==> config.mk <==
export PLATFORM = sky130hd
export DESIGN_NAME = bcd_converter_flat
export DESIGN_NICKNAME = d
export VERILOG_FILES = /design/src/rtl/bcd_pkg.sv /design/src/rtl/bcd_converter_if.sv /design/src/rtl/bcd_digit_adj.sv /design/src/rtl/bcd_converter.sv /design/src/flat_wrapper.sv
export SDC_FILE = /design/constraint.sdc
export NUM_CORES = 1
export LEC_CHECK = 0
export BUFFER_PORTS_ARGS = -buffer_cell sky130_fd_sc_hd__buf_4
export CAP_MARGIN = 20
export CORE_AREA = 3 3 140 142
export CTS_BUF_LIST = sky130_fd_sc_hd__clkbuf_4
export CTS_CLUSTER_DIAMETER = 200
export CTS_CLUSTER_SIZE = 14
export DETAILED_ROUTE_END_ITERATION = 8
export DIE_AREA = 0 0 143 145
export GPL_TIMING_DRIVEN = 0
export SYNTH_ARGS = -nofsm -noshare
export SYNTH_HDL_FRONTEND = slang
export SYNTH_SLANG_ARGS = --single-unit
export TNS_END_PERCENT = 1
==> constraint.sdc <==
create_clock -name clk -period 3.6 [get_ports clk]
set_clock_uncertainty 0.2 [all_clocks]
set_input_delay 0.9 -clock clk [delete_from_list [all_inputs] [get_ports clk]]
set_output_delay 0.9 -clock clk [all_outputs]
set_load 0.05 [all_outputs]
==> src/rtl/bcd_pkg.sv <==
// -----------------------------------------------------------------------------
// bcd_pkg
// Shared definitions for the binary/BCD converter slice.
//   state_t        : converter FSM states (IDLE, RUN, DONE)
//   MODE_*         : conversion direction encodings for in_mode
//   digits_needed  : minimum BCD digit count able to hold 2^width - 1
//   digit_valid    : true when a nibble is a legal decimal digit (0..9)
// -----------------------------------------------------------------------------
package bcd_pkg;

    typedef enum logic [1:0] {
        IDLE = 2'd0,
        RUN  = 2'd1,
        DONE = 2'd2
    } state_t;

    localparam logic MODE_BIN2BCD = 1'b0;
    localparam logic MODE_BCD2BIN = 1'b1;

    // Smallest d with 10^d >= 2^width, i.e. 10^d > 2^width - 1.
    // Exact for widths that fit a 64-bit power of two; beyond that a
    // ceil(width * log10(2)) approximation is used.
    function automatic int unsigned digits_needed(input int unsigned width);
        longint unsigned lim;
        longint unsigned p;
        int unsigned     d;
        if (width >= 63) begin
            return (width * 30103 + 99999) / 100000;
        end
        lim = longint'(1) << width;
        p   = 1;
        d   = 0;
        while (p < lim) begin
            p = p * 10;
            d = d + 1;
        end
        return d;
    endfunction

    function automatic logic digit_valid(input logic [3:0] nibble);
        return nibble <= 4'd9;
    endfunction

endpackage

==> src/rtl/bcd_converter_if.sv <==
// -----------------------------------------------------------------------------
// bcd_converter_if
// Request/response bundle of the binary/BCD converter.
//   in_valid/in_ready : request handshake; in_mode selects direction,
//                       in_bin / in_bcd carry the operand
//   out_valid/out_ready : result handshake; out_bin / out_bcd carry the
//                       result (the unconverted side echoes the operand),
//                       out_err / out_ovf flag BCD->binary problems
// Modports: master = requester/consumer side, slave = converter side.
// -----------------------------------------------------------------------------
interface bcd_converter_if #(
    parameter int unsigned WIDTH  = 8,
    parameter int unsigned DIGITS = 3
);
    logic                  in_valid;
    logic                  in_ready;
    logic                  in_mode;
    logic [WIDTH-1:0]      in_bin;
    logic [4*DIGITS-1:0]   in_bcd;
    logic                  out_valid;
    logic                  out_ready;
    logic [WIDTH-1:0]      out_bin;
    logic [4*DIGITS-1:0]   out_bcd;
    logic                  out_err;
    logic                  out_ovf;

    modport master (
        output in_valid, in_mode, in_bin, in_bcd, out_ready,
        input  in_ready, out_valid, out_bin, out_bcd, out_err, out_ovf
    );

    modport slave (
        input  in_valid, in_mode, in_bin, in_bcd, out_ready,
        output in_ready, out_valid, out_bin, out_bcd, out_err, out_ovf
    );
endinterface

==> src/rtl/bcd_digit_adj.sv <==
// -----------------------------------------------------------------------------
// bcd_digit_adj
// Double-dabble digit correction: adds 3 to a BCD digit that is >= 5 so the
// following left shift carries correctly into the next decimal digit.
//   digit_i : BCD digit before correction
//   digit_o : corrected digit
// -----------------------------------------------------------------------------
module bcd_digit_adj (
    input  logic [3:0] digit_i,
    output logic [3:0] digit_o
);
    always_comb begin
        digit_o = (digit_i >= 4'd5) ? digit_i + 4'd3 : digit_i;
    end
endmodule

==> src/rtl/bcd_converter.sv <==
// -----------------------------------------------------------------------------
// bcd_converter
// Multi-cycle bidirectional binary <-> BCD converter.
//   clk   : rising-edge clock
//   rst_n : asynchronous active-low reset
//   bus   : bcd_converter_if.slave (request/response handshakes and data)
// Mode 0 runs WIDTH double-dabble iterations, mode 1 runs DIGITS
// multiply-by-ten iterations (MSD first). Results are registered on entry
// to DONE and held until the next DONE.
// -----------------------------------------------------------------------------
module bcd_converter
    import bcd_pkg::*;
#(
    parameter int unsigned WIDTH  = 8,
    parameter int unsigned DIGITS = 3
) (
    input  logic           clk,
    input  logic           rst_n,
    bcd_converter_if.slave bus
);

    localparam int unsigned BW   = 4 * DIGITS;
    localparam int unsigned SW   = BW + WIDTH;
    // Accumulator never loses overflow: 10^DIGITS < 16^DIGITS = 2^BW.
    localparam int unsigned AW   = BW + WIDTH;
    localparam int unsigned MAXN = (WIDTH > DIGITS) ? WIDTH : DIGITS;
    localparam int unsigned CW   = $clog2(MAXN + 1);

    if (WIDTH < 1) begin : g_width_err
        $error("bcd_converter: WIDTH must be at least 1");
    end
    if (DIGITS < digits_needed(WIDTH)) begin : g_digits_err
        $error("bcd_converter: DIGITS too small for WIDTH");
    end

    state_t          state_q, state_d;
    logic [CW-1:0]   cnt_q, cnt_d;
    logic            mode_q, mode_d;
    logic            err_q, err_d;
    logic [SW-1:0]   sh_q, sh_d;
    logic [AW-1:0]   acc_q, acc_d;
    logic [WIDTH-1:0] op_bin_q, op_bin_d;
    logic [BW-1:0]   op_bcd_q, op_bcd_d;
    logic [WIDTH-1:0] out_bin_q, out_bin_d;
    logic [BW-1:0]   out_bcd_q, out_bcd_d;
    logic            out_err_q, out_err_d;
    logic            out_ovf_q, out_ovf_d;

    logic            load_en;
    logic            iter_en;
    logic            last_iter;
    logic            in_ready;
    logic            out_valid;

    logic [BW-1:0]   bcd_adj;
    logic [SW-1:0]   sh_step;
    logic [3:0]      cur_digit;
    logic [AW-1:0]   acc_step;
    logic            acc_ovf;
    logic            any_invalid;

    // ---------------- FSM: state register ----------------
    always_ff @(posedge clk or negedge rst_n) begin
        if (!rst_n) begin
            state_q <= IDLE;
        end else begin
            state_q <= state_d;
        end
    end

    // ---------------- FSM: next state ----------------
    always_comb begin
        state_d = state_q;
        case (state_q)
            IDLE:    if (bus.in_valid)          state_d = RUN;
            RUN:     if (cnt_q == CW'(1))       state_d = DONE;
            DONE:    if (bus.out_ready)         state_d = IDLE;
            default:                            state_d = IDLE;
        endcase
    end

    // ---------------- FSM: outputs ----------------
    always_comb begin
        in_ready  = 1'b0;
        out_valid = 1'b0;
        load_en   = 1'b0;
        iter_en   = 1'b0;
        last_iter = 1'b0;
        case (state_q)
            IDLE: begin
                in_ready = 1'b1;
                load_en  = bus.in_valid;
            end
            RUN: begin
                iter_en   = 1'b1;
                last_iter = (cnt_q == CW'(1));
            end
            DONE: out_valid = 1'b1;
            default: ;
        endcase
    end

    // ---------------- Datapath: iteration step ----------------
    for (genvar g = 0; g < DIGITS; g++) begin : g_adj
        bcd_digit_adj u_adj (
            .digit_i (sh_q[WIDTH + 4*g +: 4]),
            .digit_o (bcd_adj[4*g +: 4])
        );
    end

    always_comb begin
        // Mode 0 shifts {bcd, bin}; mode 1 reuses the same register to
        // stream BCD digits out of its top nibble, MSD first.
        if (mode_q == MODE_BIN2BCD) begin
            sh_step = {bcd_adj, sh_q[WIDTH-1:0]} << 1;
        end else begin
            sh_step = sh_q << 4;
        end
        cur_digit = sh_q[SW-1 -: 4];
        acc_step  = (acc_q << 3) + (acc_q << 1) + AW'(cur_digit);
        acc_ovf   = |acc_step[AW-1:WIDTH];
    end

    always_comb begin
        any_invalid = 1'b0;
        for (int unsigned i = 0; i < DIGITS; i++) begin
            if (!digit_valid(bus.in_bcd[4*i +: 4])) begin
                any_invalid = 1'b1;
            end
        end
    end

    // ---------------- Datapath: next state ----------------
    always_comb begin
        cnt_d     = cnt_q;
        mode_d    = mode_q;
        err_d     = err_q;
        sh_d      = sh_q;
        acc_d     = acc_q;
        op_bin_d  = op_bin_q;
        op_bcd_d  = op_bcd_q;
        out_bin_d = out_bin_q;
        out_bcd_d = out_bcd_q;
        out_err_d = out_err_q;
        out_ovf_d = out_ovf_q;

        if (load_en) begin
            mode_d   = bus.in_mode;
            op_bin_d = bus.in_bin;
            op_bcd_d = bus.in_bcd;
            acc_d    = '0;
            if (bus.in_mode == MODE_BCD2BIN) begin
                cnt_d = CW'(DIGITS);
                sh_d  = {bus.in_bcd, {WIDTH{1'b0}}};
                err_d = any_invalid;
            end else begin
                cnt_d = CW'(WIDTH);
                sh_d  = {{BW{1'b0}}, bus.in_bin};
                err_d = 1'b0;
            end
        end else if (iter_en) begin
            cnt_d = cnt_q - CW'(1);
            sh_d  = sh_step;
            acc_d = acc_step;
            if (last_iter) begin
                if (mode_q == MODE_BIN2BCD) begin
                    out_bin_d = op_bin_q;
                    out_bcd_d = sh_step[SW-1 -: BW];
                    out_err_d = 1'b0;
                    out_ovf_d = 1'b0;
                end else begin
                    out_bcd_d = op_bcd_q;
                    out_err_d = err_q;
                    if (err_q) begin
                        out_bin_d = '0;
                        out_ovf_d = 1'b0;
                    end else if (acc_ovf) begin
                        out_bin_d = '1;
                        out_ovf_d = 1'b1;
                    end else begin
                        out_bin_d = acc_step[WIDTH-1:0];
                        out_ovf_d = 1'b0;
                    end
                end
            end
        end
    end

    // ---------------- Datapath: registers ----------------
    always_ff @(posedge clk or negedge rst_n) begin
        if (!rst_n) begin
            cnt_q     <= '0;
            mode_q    <= MODE_BIN2BCD;
            err_q     <= 1'b0;
            sh_q      <= '0;
            acc_q     <= '0;
            op_bin_q  <= '0;
            op_bcd_q  <= '0;
            out_bin_q <= '0;
            out_bcd_q <= '0;
            out_err_q <= 1'b0;
            out_ovf_q <= 1'b0;
        end else begin
            cnt_q     <= cnt_d;
            mode_q    <= mode_d;
            err_q     <= err_d;
            sh_q      <= sh_d;
            acc_q     <= acc_d;
            op_bin_q  <= op_bin_d;
            op_bcd_q  <= op_bcd_d;
            out_bin_q <= out_bin_d;
            out_bcd_q <= out_bcd_d;
            out_err_q <= out_err_d;
            out_ovf_q <= out_ovf_d;
        end
    end

    assign bus.in_ready  = in_ready;
    assign bus.out_valid = out_valid;
    assign bus.out_bin   = out_bin_q;
    assign bus.out_bcd   = out_bcd_q;
    assign bus.out_err   = out_err_q;
    assign bus.out_ovf   = out_ovf_q;

endmodule

==> src/flat_wrapper.sv <==
// flat-port wrapper written by rule: the top's interface ports become plain ports
module bcd_converter_flat import bcd_pkg::*;
#(
    parameter int unsigned WIDTH  = 8,
    parameter int unsigned DIGITS = 3
)
  (clk, rst_n, bus_in_valid, bus_in_mode, bus_in_bin, bus_in_bcd, bus_out_ready, bus_in_ready, bus_out_valid, bus_out_bin, bus_out_bcd, bus_out_err, bus_out_ovf);
  bcd_converter_if #(.WIDTH(WIDTH), .DIGITS(DIGITS)) bus_i ();
  input  logic clk;
  input  logic rst_n;
  input wire logic [$bits(bus_i.in_valid)-1:0] bus_in_valid;
  input wire logic [$bits(bus_i.in_mode)-1:0] bus_in_mode;
  input wire logic [$bits(bus_i.in_bin)-1:0] bus_in_bin;
  input wire logic [$bits(bus_i.in_bcd)-1:0] bus_in_bcd;
  input wire logic [$bits(bus_i.out_ready)-1:0] bus_out_ready;
  output wire logic [$bits(bus_i.in_ready)-1:0] bus_in_ready;
  output wire logic [$bits(bus_i.out_valid)-1:0] bus_out_valid;
  output wire logic [$bits(bus_i.out_bin)-1:0] bus_out_bin;
  output wire logic [$bits(bus_i.out_bcd)-1:0] bus_out_bcd;
  output wire logic [$bits(bus_i.out_err)-1:0] bus_out_err;
  output wire logic [$bits(bus_i.out_ovf)-1:0] bus_out_ovf;
  assign bus_i.in_valid = bus_in_valid;
  assign bus_i.in_mode = bus_in_mode;
  assign bus_i.in_bin = bus_in_bin;
  assign bus_i.in_bcd = bus_in_bcd;
  assign bus_i.out_ready = bus_out_ready;
  assign bus_in_ready = bus_i.in_ready;
  assign bus_out_valid = bus_i.out_valid;
  assign bus_out_bin = bus_i.out_bin;
  assign bus_out_bcd = bus_i.out_bcd;
  assign bus_out_err = bus_i.out_err;
  assign bus_out_ovf = bus_i.out_ovf;
  bcd_converter #(.WIDTH(WIDTH), .DIGITS(DIGITS)) u_core (.clk(clk), .rst_n(rst_n), .bus(bus_i));
endmodule
==> results of run 1 <==
## layout by cell type (no fill, tap or decap), types with 3 or more instances in the layout
| cell type | synthesis | routed |
|---|---|---|
| sky130_fd_sc_hd__buf_1 | 5 | 5 |
| sky130_fd_sc_hd__inv_1 | 13 | 13 |
| sky130_fd_sc_hd__clkbuf_1 | 28 | 28 |
| sky130_fd_sc_hd__nor3_1 | 18 | 17 |
| sky130_fd_sc_hd__a21oi_2 | 2 | 3 |
| sky130_fd_sc_hd__a221oi_1 | 3 | 3 |
| sky130_fd_sc_hd__a211oi_1 | 6 | 5 |
| sky130_fd_sc_hd__clkbuf_4 | 0 | 9 |
| sky130_fd_sc_hd__nand3b_1 | 9 | 9 |
| sky130_fd_sc_hd__dfrtp_1 | 89 | 88 |
| sky130_fd_sc_hd__nand3_1 | 30 | 30 |
| sky130_fd_sc_hd__and2_1 | 3 | 3 |
| sky130_fd_sc_hd__nor2b_1 | 10 | 10 |
| sky130_fd_sc_hd__mux2i_1 | 5 | 5 |
| sky130_fd_sc_hd__a21o_1 | 7 | 7 |
| sky130_fd_sc_hd__nand2b_1 | 6 | 6 |
| sky130_fd_sc_hd__xor2_1 | 9 | 8 |
| sky130_fd_sc_hd__xnor2_1 | 8 | 8 |
| sky130_fd_sc_hd__o211ai_1 | 9 | 9 |
| sky130_fd_sc_hd__buf_4 | 0 | 63 |
| sky130_fd_sc_hd__o21a_1 | 3 | 3 |
| sky130_fd_sc_hd__ha_1 | 42 | 42 |
| sky130_fd_sc_hd__o21ai_0 | 56 | 54 |
| sky130_fd_sc_hd__nand2_1 | 121 | 120 |
| sky130_fd_sc_hd__nor3b_1 | 9 | 9 |
| sky130_fd_sc_hd__bufinv_16 | 0 | 3 |
| sky130_fd_sc_hd__nor2_1 | 33 | 33 |
| sky130_fd_sc_hd__o21ai_2 | 0 | 3 |
| sky130_fd_sc_hd__a21oi_1 | 70 | 68 |
| sky130_fd_sc_hd__a31oi_1 | 4 | 4 |
## routing by layer
layer,up-vias,GRT usage [%],routed length [um]
li1,2429,-,-
met1,2428,22.99,7963
met2,141,22.74,7106
met3,30,2.175,791
met4,0,5.418,404
met5,-,0,0
## metrics by stage
step	utilization (%)	worst slack (ps)	instance area (um^2)	setup TNS (ps)
final	35.14	-226.7	6530	-1219
after CTS	34.98	-211.6	6500	-1480
after floorplan	-	34.76	5494	0
after global placement	33.08	-757.9	6147	-5866
after global routing	35.14	-341.3	6530	-2843
after detailed placement	33.23	-743.4	6175	-5864
## worst paths after layout
kind                                                startpoint                                end  cells after the start
worst max register to register     u_core.sh_q[19]$_DFFE_PN0P_  u_core.bus.out_bin[5]$_DFFE_PN0P_                     11
min in group clk                u_core.op_bin_q[4]$_DFFE_PN0P_     u_core.op_bin_q[4]$_DFFE_PN0P_                      2
worst max-delay path               u_core.sh_q[19]$_DFFE_PN0P_  u_core.bus.out_bin[5]$_DFFE_PN0P_                     11
worst min register to register  u_core.op_bin_q[4]$_DFFE_PN0P_     u_core.op_bin_q[4]$_DFFE_PN0P_                      2
worst min-delay path                                     rst_n  u_core.bus.out_bcd[6]$_DFFE_PN0P_                      1
max in group asynchronous                                rst_n        u_core.acc_q[2]$_DFFE_PN0P_                      2
## final cells by class
| cell class | count | area [um^2] |
|---|---|---|
| Buffer | 36 | 138.9 |
| Clock buffer | 9 | 67.56 |
| Clock inverter | 6 | 107.6 |
| Fill cell | 1922 | 12050 |
| Inverter | 13 | 48.80 |
| Multi-Input combinational cell | 505 | 3134 |
| Sequential cell | 89 | 2228 |
| Tap cell | 234 | 292.8 |
| Timing Repair Buffer | 65 | 511.7 |
## state kept, by name, indices dropped and copies added (netlist names)
signal              cells
u_core.cnt_q            4
u_core.bus.out_ovf      1
u_core.err_q            1
u_core.bus.out_bcd     12
u_core.op_bcd_q        12
u_core.sh_q            20
u_core.mode_q           1
u_core.acc_q           19
u_core.bus.out_err      1
u_core.state_q          2
u_core.bus.out_bin      8
u_core.op_bin_q         8
## cells by family after synthesis
| group | after synthesis |
|---|---|
| AND/OR/NAND/NOR | 254 |
| AO/OA/AOI/OAI | 185 |
| flip-flops | 89 |
| buffers and inverters | 49 |
| adder cells (fa/ha/maj) | 44 |
| XOR/XNOR | 17 |
| multiplexers | 5 |
## cell usage after synthesis, types with 2 or more instances
cell type,number
sky130_fd_sc_hd__nor2_1,33
sky130_fd_sc_hd__and2_1,3
sky130_fd_sc_hd__o21a_1,3
sky130_fd_sc_hd__nand3b_1,9
sky130_fd_sc_hd__nor4_1,2
sky130_fd_sc_hd__a211o_1,2
sky130_fd_sc_hd__nand2b_1,6
sky130_fd_sc_hd__inv_1,13
sky130_fd_sc_hd__nor3_1,18
sky130_fd_sc_hd__a211oi_1,6
sky130_fd_sc_hd__xor2_1,9
sky130_fd_sc_hd__a21o_1,7
sky130_fd_sc_hd__ha_1,42
sky130_fd_sc_hd__or3_1,2
sky130_fd_sc_hd__fa_1,2
sky130_fd_sc_hd__nor2b_1,10
sky130_fd_sc_hd__o211a_1,2
sky130_fd_sc_hd__buf_1,5
sky130_fd_sc_hd__a21oi_2,2
sky130_fd_sc_hd__nand2_1,121
sky130_fd_sc_hd__or4b_1,2
sky130_fd_sc_hd__mux2i_1,5
sky130_fd_sc_hd__nor3b_1,9
sky130_fd_sc_hd__o31ai_1,3
sky130_fd_sc_hd__a21oi_1,70
sky130_fd_sc_hd__a221o_1,2
sky130_fd_sc_hd__clkbuf_1,28
sky130_fd_sc_hd__a221oi_1,3
sky130_fd_sc_hd__o211ai_1,9
sky130_fd_sc_hd__o21ai_0,56
sky130_fd_sc_hd__and3b_1,2
sky130_fd_sc_hd__o21ai_1,2
sky130_fd_sc_hd__nand3_1,30
sky130_fd_sc_hd__a21boi_0,2
sky130_fd_sc_hd__buf_2,2
sky130_fd_sc_hd__xnor2_1,8
sky130_fd_sc_hd__and3_1,2
sky130_fd_sc_hd__dfrtp_1,89
sky130_fd_sc_hd__a31oi_1,4
## repair_timing
item,CTS,global route
setup buffers,15,1
cloned,0,0
gates resized for setup,9,7
setup endpoints to repair,9,10
pin swaps,13,10
endpoints found under the hold margin,0,0
## worst max-delay path: stages, from the launching register on
cell and delay [ps]:
sky130_fd_sc_hd__dfrtp_2 470, sky130_fd_sc_hd__fa_1 480, sky130_fd_sc_hd__buf_4 160, sky130_fd_sc_hd__fa_2 410, sky130_fd_sc_hd__a211oi_2 250, sky130_fd_sc_hd__o211a_1 170
sky130_fd_sc_hd__nor2_1 100, sky130_fd_sc_hd__o31a_1 330, sky130_fd_sc_hd__nor3_2 180, sky130_fd_sc_hd__o21ai_2 140, sky130_fd_sc_hd__or4b_1 530, sky130_fd_sc_hd__a221o_1 310
==> results.rst, run 1 <==
.. list-table::
   :header-rows: 1

   * - Metric
     - Value
   * - Final min period
     - approximately 3800 ps
   * - Share of Yosys cell area claimed by the top area cell type
     - 40.59%
   * - Cells after DPL
     - 926
   * - Io pins
     - 49
   * - Area fraction in and, or, nand and nor cells after synthesis
     - 21.73%
   * - Maximum frequency from static timing analysis
     - approximately 260 MHz
   * - Largest net degree at the start of global routing
     - 61
   * - Average vias per placed instance
     - roughly 5.3
   * - Initial Util
     - between 20% and 30%
   * - Endpoint kind of the worst setup timing path
     - flip-flop
   * - Die Outline Area
     - 0.02074 mm^2
   * - Post-synthesis area per instance
     - between 8 and 9 um^2
   * - Setup repair after global routing missed its margin
     - yes
   * - Global route overflow
     - 0
   * - Floorplan core area
     - ~0.019 mm^2
   * - Estimated wirelength of the detail-placed design
     - ~12000 um
   * - Slew @ Worst Pin
     - between 700 and 800 ps
   * - Combinational family with the most area after synthesis
     - simple AND/OR/NAND/NOR gates
   * - Total number of H-tree levels
     - 3
   * - CP startpoint kind
     - flip-flop
   * - Root buffer selected by CTS
     - sky130_fd_sc_hd__clkbuf_4
   * - Ys async rst share
     - 100.0%
   * - Number of hold violations in the final report
     - 0
   * - Most used DFF post-synth
     - sky130_fd_sc_hd__dfrtp_1
   * - Final max-slew violation count
     - 0
   * - Status
     - finished, violations left
   * - Final critical-path setup slack
     - -226.7 ps
   * - Number of antenna violations at the first check in global routing
     - 0
   * - Compound-cell area share of the yosys netlist
     - about a fifth
   * - Count of buffers inserted at the top-level ports
     - 48
   * - Row count
     - 50
   * - Routability Congestion
     - 0.8766
   * - Largest cells by area after synthesis
     - sky130_fd_sc_hd__dfrtp_1 41%, sky130_fd_sc_hd__ha_1 9.6%, sky130_fd_sc_hd__nand2_1 8.3%, sky130_fd_sc_hd__a21oi_1 6.4%, sky130_fd_sc_hd__o21ai_0 5.1%
   * - Post-synthesis adder-cell area fraction
     - between 10% and 20%
   * - Hold_ws
     - about 140 ps
   * - Ratio of cells with drive above 1 in the final layout
     - 14.11%
   * - Critical path required time
     - 3770 ps
   * - Setup slack on the worst flop-to-flop path
     - -230 ps
   * - Post-synth net total
     - ~700
   * - Headroom to the max-slew limit
     - 53.02%
   * - Hold crit path type
     - input pin to asynchronous set/reset pin
   * - Share of the clock period used by the worst path after layout
     - 106.3%
   * - Register bit total from synthesis
     - 89
   * - Global-route wire length before repair
     - ~26000 um
   * - Post-synthesis mux area share
     - less than 1%
   * - Initial DRC count
     - around 410
   * - Synth unique cells
     - 57
   * - TritonCTS clock tree
     - done
   * - Final std cells w/o fill
     - around 960
   * - Data arrival at the endpoint of the critical path
     - around 4000 ps
   * - Clock transition time at the flip-flop clock pins of the worst setup and hold paths
     - about 150 ps
   * - Synthesized cell area
     - around 0.0055 mm^2
   * - Cells after synthesis
     - between 600 and 700
   * - Cell type with the largest total area after synthesis
     - sky130_fd_sc_hd__dfrtp_1
   * - Wire length per cell
     - 17.00 um
   * - Yosys warnings
     - 0
   * - Share of the yosys chip area belonging to registers
     - slightly above 40%
   * - Area growth from synthesis to final layout
     - 19.02%
   * - Antenna Violating Nets Remaining
     - 0
   * - Via count of the first global-routing pass
     - slightly below 5000
   * - Path type of the worst setup path
     - flip-flop to flip-flop
   * - Crit Path Max Fanout
     - 4
   * - Xor and xnor area share after synthesis
     - roughly 2.7%
   * - DR vias
     - a little over 5000
   * - Setup violators final
     - 10
   * - Failing checks
     - negative setup slack
   * - Die boundary width
     - 143 um
   * - Global-route usage over all layers
     - roughly 15%
   * - Number of buffers inserted during clock tree synthesis
     - 9
   * - Final net count
     - 788
   * - Post-CTS Hold Buffers
     - 0
   * - Die Y
     - ~150 um
   * - Clock Latency Late Sink
     - 470 ps
   * - Final wirelength
     - around 16000 um
   * - Final routed DRC violation total
     - 0
   * - CTS sink count
     - 89
   * - Max-cap violations
     - 0
   * - Number of enable-type register cells in the synthesized netlist
     - 0
   * - Bufs on Longest Clock Path
     - 2
   * - DRT Pass-1 Iters
     - 4
   * - Number of antenna repair diodes
     - 0
Power of run 1 is left out: the tool's default activity adds up to more than one toggle a clock period on the data nets, which glitch-free logic cannot reach.
==> run 2: changes to the inputs <==
--- a/config.mk
+++ b/config.mk
@@ -5,14 +5,15 @@
 export SDC_FILE = /design/constraint.sdc
 export NUM_CORES = 1
 export LEC_CHECK = 0
+export ABC_AREA = 1
 export BUFFER_PORTS_ARGS = -buffer_cell sky130_fd_sc_hd__buf_4
 export CAP_MARGIN = 20
-export CORE_AREA = 3 3 140 142
+export CORE_AREA = 3 3 139 141
 export CTS_BUF_LIST = sky130_fd_sc_hd__clkbuf_4
 export CTS_CLUSTER_DIAMETER = 200
 export CTS_CLUSTER_SIZE = 14
 export DETAILED_ROUTE_END_ITERATION = 8
-export DIE_AREA = 0 0 143 145
+export DIE_AREA = 0 0 142 144
 export GPL_TIMING_DRIVEN = 0
 export SYNTH_ARGS = -nofsm -noshare
 export SYNTH_HDL_FRONTEND = slang
==> constraint.sdc (replaced) <==
create_clock -name clk -period 4.55 [get_ports clk]
set_clock_uncertainty 0.2 [all_clocks]
set_input_delay 1.1375 -clock clk [delete_from_list [all_inputs] [get_ports clk]]
set_output_delay 1.1375 -clock clk [all_outputs]
set_load 0.05 [all_outputs]
==> run 2 against run 1 <==
The flow now finishes without violations; critical path depth is 3 higher; sequential share of layout area is 1.3 points higher; setup slack gained 1600 ps.
==> results.rst, run 2 <==
.. list-table::
   :header-rows: 1

   * - Metric
     - Value
   * - Wire length per cell
     - 15.16 um (-11%)
   * - Io pins
     - 49 (unchanged)
   * - Post-synthesis area per instance
     - 7.806 um^2 (-8.5%)
   * - Global-route wire length before repair
     - 24640 um (-4.3%)
   * - Final max-slew violation count
     - 0 (unchanged)
   * - Number of inserted filler cells in the final layout
     - 1893 (-1.5%)
   * - Post-CTS Hold Buffers
     - 0 (unchanged)
   * - Synth unique cells
     - 38 (-33%)
   * - Count of cells resized by post-cts repair
     - 0 (-9)
   * - Critical path required time
     - 4710 ps (+940 ps)
   * - Most used DFF post-synth
     - sky130_fd_sc_hd__dfrtp_1
   * - Initial Util
     - 30.17% (+0.64 points)
   * - Global route overflow
     - 0 (unchanged)
   * - Initial DRC count
     - 334 (-18%)
   * - Post-synth net total
     - 768 (+7.9%)
   * - Final net count
     - 828 (+5.1%)
   * - Endpoint kind of the worst setup timing path
     - flip-flop
   * - Number of hold violations in the final report
     - 0 (unchanged)
   * - Number of antenna violations at the first check in global routing
     - 0 (unchanged)
   * - Largest net degree at the start of global routing
     - 48 (-21%)
   * - DR vias
     - 4914 (-2.3%)
   * - Number of enable-type register cells in the synthesized netlist
     - 0 (unchanged)
   * - Hold crit path type
     - flip-flop to flip-flop
   * - Share of the clock period used by the worst path after layout
     - 70.78% (-36 points)
   * - Clock Latency Late Sink
     - 450 ps (-20 ps)
   * - Most frequently used cell type in the post-synthesis netlist
     - sky130_fd_sc_hd__nand2_1
   * - Number of buffers inserted during clock tree synthesis
     - 9 (unchanged)
   * - Die Outline Area
     - 0.02045 mm^2 (-1.4%)
   * - Max incr delay on CP
     - 550 ps (+20 ps)
   * - Slew @ Worst Pin
     - 660.0 ps (-44.80 ps)
   * - Setup violators final
     - 0 (-10)
   * - Final routed DRC violation total
     - 0 (unchanged)
   * - Root buffer selected by CTS
     - sky130_fd_sc_hd__clkbuf_4
   * - Max-cap violations
     - 0 (unchanged)
   * - Flip-flop count of the largest register, all copies and words added
     - 20 (unchanged)
   * - Die Y
     - 144 um (-0.69%)
   * - Largest registers in the final layout
     - u_core.sh_q: 20 flops, u_core.acc_q: 19 flops
   * - Number of antenna repair diodes
     - 0 (unchanged)
   * - DRT Pass-1 Iters
     - 4 (unchanged)
   * - Share of Yosys cell area claimed by the top area cell type
     - 40.82% (+0.22 points)
   * - Share of the yosys chip area belonging to registers
     - 40.82% (+0.22 points)
   * - Setup repair after global routing missed its margin
     - no
   * - Most frequent standard cell in the layout excluding fill and tap cells
     - sky130_fd_sc_hd__nand2_1
   * - TritonCTS clock tree
     - done
   * - Cell type of the slowest stage on the worst timing path
     - sky130_fd_sc_hd__fa_1
   * - Yosys warnings
     - 0 (unchanged)
   * - Die boundary width
     - 142 um (-0.70%)
   * - Routability Congestion
     - 0.8940 (+2.0%)
   * - Maximum frequency from static timing analysis
     - 310.5 MHz (+19%)
   * - Largest cells by area after synthesis
     - sky130_fd_sc_hd__dfrtp_1 41%, sky130_fd_sc_hd__nand2_1 13%, sky130_fd_sc_hd__ha_1 9.6%, sky130_fd_sc_hd__o21ai_0 5.7%, sky130_fd_sc_hd__inv_1 5.4%
   * - Via count of the first global-routing pass
     - 4693 (-2.6%)
   * - CTS sink count
     - 89 (unchanged)
   * - CP Cell Sequence
     - fa_1 > fa_1 > nand3_1 > nand3_1 > nand2_1 > nand2_1 > nand2_1 > nand3_1 > nand2_1 > nand2_1 > nor2_2 > nand3_1 > nand2_1 > a21oi_1
   * - CP startpoint kind
     - flip-flop
   * - Register bit total from synthesis
     - 89 (unchanged)
   * - CP dominant cell by count
     - sky130_fd_sc_hd__nand2_1
   * - Clock transition time at the flip-flop clock pins of the worst setup and hold paths
     - 150 ps (about the same)
   * - Setup TNS Final
     - 0 ps (+1219 ps)
   * - Row count
     - 49 (-2.0%)
   * - Final core area utilization
     - 34.77% (-0.37 points)
   * - Antenna Violating Nets Remaining
     - 0 (unchanged)
   * - Estimated wirelength of the detail-placed design
     - 11560 um (-0.41%)
   * - Cells after synthesis
     - 699 (+8.7%)
   * - Average vias per placed instance
     - 4.949 (-5.8%)
   * - Final min period
     - 3220 ps (-606.3 ps)
   * - Ratio of cells with drive above 1 in the final layout
     - 12.43% (-1.7 points)
   * - Status
     - completed
   * - Biggest register
     - u_core.sh_q
   * - Bufs on Longest Clock Path
     - 2 (unchanged)
   * - Ys async rst share
     - 100.0% (unchanged)
   * - Global-route usage over all layers
     - 15.01% (-0.44 points)
   * - Area growth from synthesis to final layout
     - 15.25%
   * - Synthesized cell area
     - 0.005456 mm^2 (-0.55%)
   * - Path type of the worst setup path
     - flip-flop to flip-flop
   * - Post-CTS Repair Setup Buffers
     - 0 (-15)
   * - Headroom to the max-slew limit
     - 56.00% (+3.0 points)
   * - Cell type with the largest total area after synthesis
     - sky130_fd_sc_hd__dfrtp_1
   * - Crit Path Max Fanout
     - 4 (unchanged)
   * - Setup slack on the worst flop-to-flop path
     - 1330 ps (+1560 ps)
   * - Data arrival at the endpoint of the critical path
     - 3380 ps (-620 ps)
   * - Total number of H-tree levels
     - 3 (unchanged)
   * - Floorplan core area
     - 0.01809 mm^2 (-2.7%)
   * - Commonest cells in the synthesized netlist
     - 194 x sky130_fd_sc_hd__nand2_1, 89 x sky130_fd_sc_hd__dfrtp_1, 79 x sky130_fd_sc_hd__inv_1
   * - Final wirelength
     - 15060 um (-7.4%)
   * - Most frequent cells in the layout
     - 194 x sky130_fd_sc_hd__nand2_1, 89 x sky130_fd_sc_hd__dfrtp_1, 79 x sky130_fd_sc_hd__inv_1, 62 x sky130_fd_sc_hd__o21ai_0, 49 x sky130_fd_sc_hd__a21oi_1
   * - Count of buffers inserted at the top-level ports
     - 48 (unchanged)
run 2: final timing paths:
path	startpoint	endpoint	cells past startpoint
hold reg to reg	u_core.op_bcd_q[1]$_DFFE_PN0P_	u_core.op_bcd_q[1]$_DFFE_PN0P_	2
setup / recovery	u_core.sh_q[19]$_DFFE_PN0P_	u_core.bus.out_bin[6]$_DFFE_PN0P_	14
min in group asynchronous	rst_n	u_core.bus.out_bcd[0]$_DFFE_PN0P_	1
hold / removal	u_core.op_bcd_q[1]$_DFFE_PN0P_	u_core.op_bcd_q[1]$_DFFE_PN0P_	2
setup reg to reg	u_core.sh_q[19]$_DFFE_PN0P_	u_core.bus.out_bin[6]$_DFFE_PN0P_	14
max in group asynchronous	rst_n	u_core.acc_q[8]$_DFFE_PN0P_	2
run 2: kinds of logic after synthesis:
| group | Yosys count | share of synthesized area [%] |
|---|---|---|
| buf+inv | 104 | 7.452 |
| fa+ha+maj | 44 | 10.36 |
| simple gates | 296 | 22.84 |
| flops | 89 | 40.82 |
| xor+xnor | 13 | 2.087 |
| compound gates | 153 | 16.44 |
run 2: through the flow:
| stage | instance area (um^2) | std cells | worst slack [ps] | hold slack (ps) |
|---|---|---|---|---|
| 2_1_floorplan | 5456 | 699 | 1846 | 249.1 |
| 3_3_place_gp | 6103 | 976 | 1346 | 262.1 |
| 3_5_place_dp | 6131 | 977 | 1301 | 268.4 |
| 4_1_cts | 6289 | 993 | 1308 | 298.2 |
| 5_1_grt | 6289 | 993 | 1144 | 330.2 |
| 6_report | 6289 | 993 | 1330 | 297.0 |
run 2: critical path, delay by kind of cell (launching register included):
kind                       cells  cell delay (ps)
and+or+nand+nor               11             1300
adders and majority gates      2             1090
DFF                            1              470
AOI/OAI and AO/OA              1               70
run 2: cell type report:
| cell class | instances | area [um^2] | area share, % |
|---|---|---|---|
| clock buffers | 10 | 75.07 | 1.194 |
| repair buffers | 49 | 387.9 | 6.168 |
| well taps | 229 | 286.5 | 4.556 |
| multi-input cells | 506 | 2823 | 44.89 |
| clock inverters | 6 | 82.58 | 1.313 |
| inverters | 84 | 315.3 | 5.014 |
| plain buffers | 20 | 91.34 | 1.452 |
| flip-flops and latches | 89 | 2227 | 35.42 |
run 2: routing by layer:
layer	up-vias	global-route usage (%)	wire, um
met5	-	0	0
met4	0	3.030	179
met3	20	2.844	773
met2	135	22.16	6439
met1	2319	22.85	7665
li1	2440	-	-
Power of run 2 is left out for the same reason.
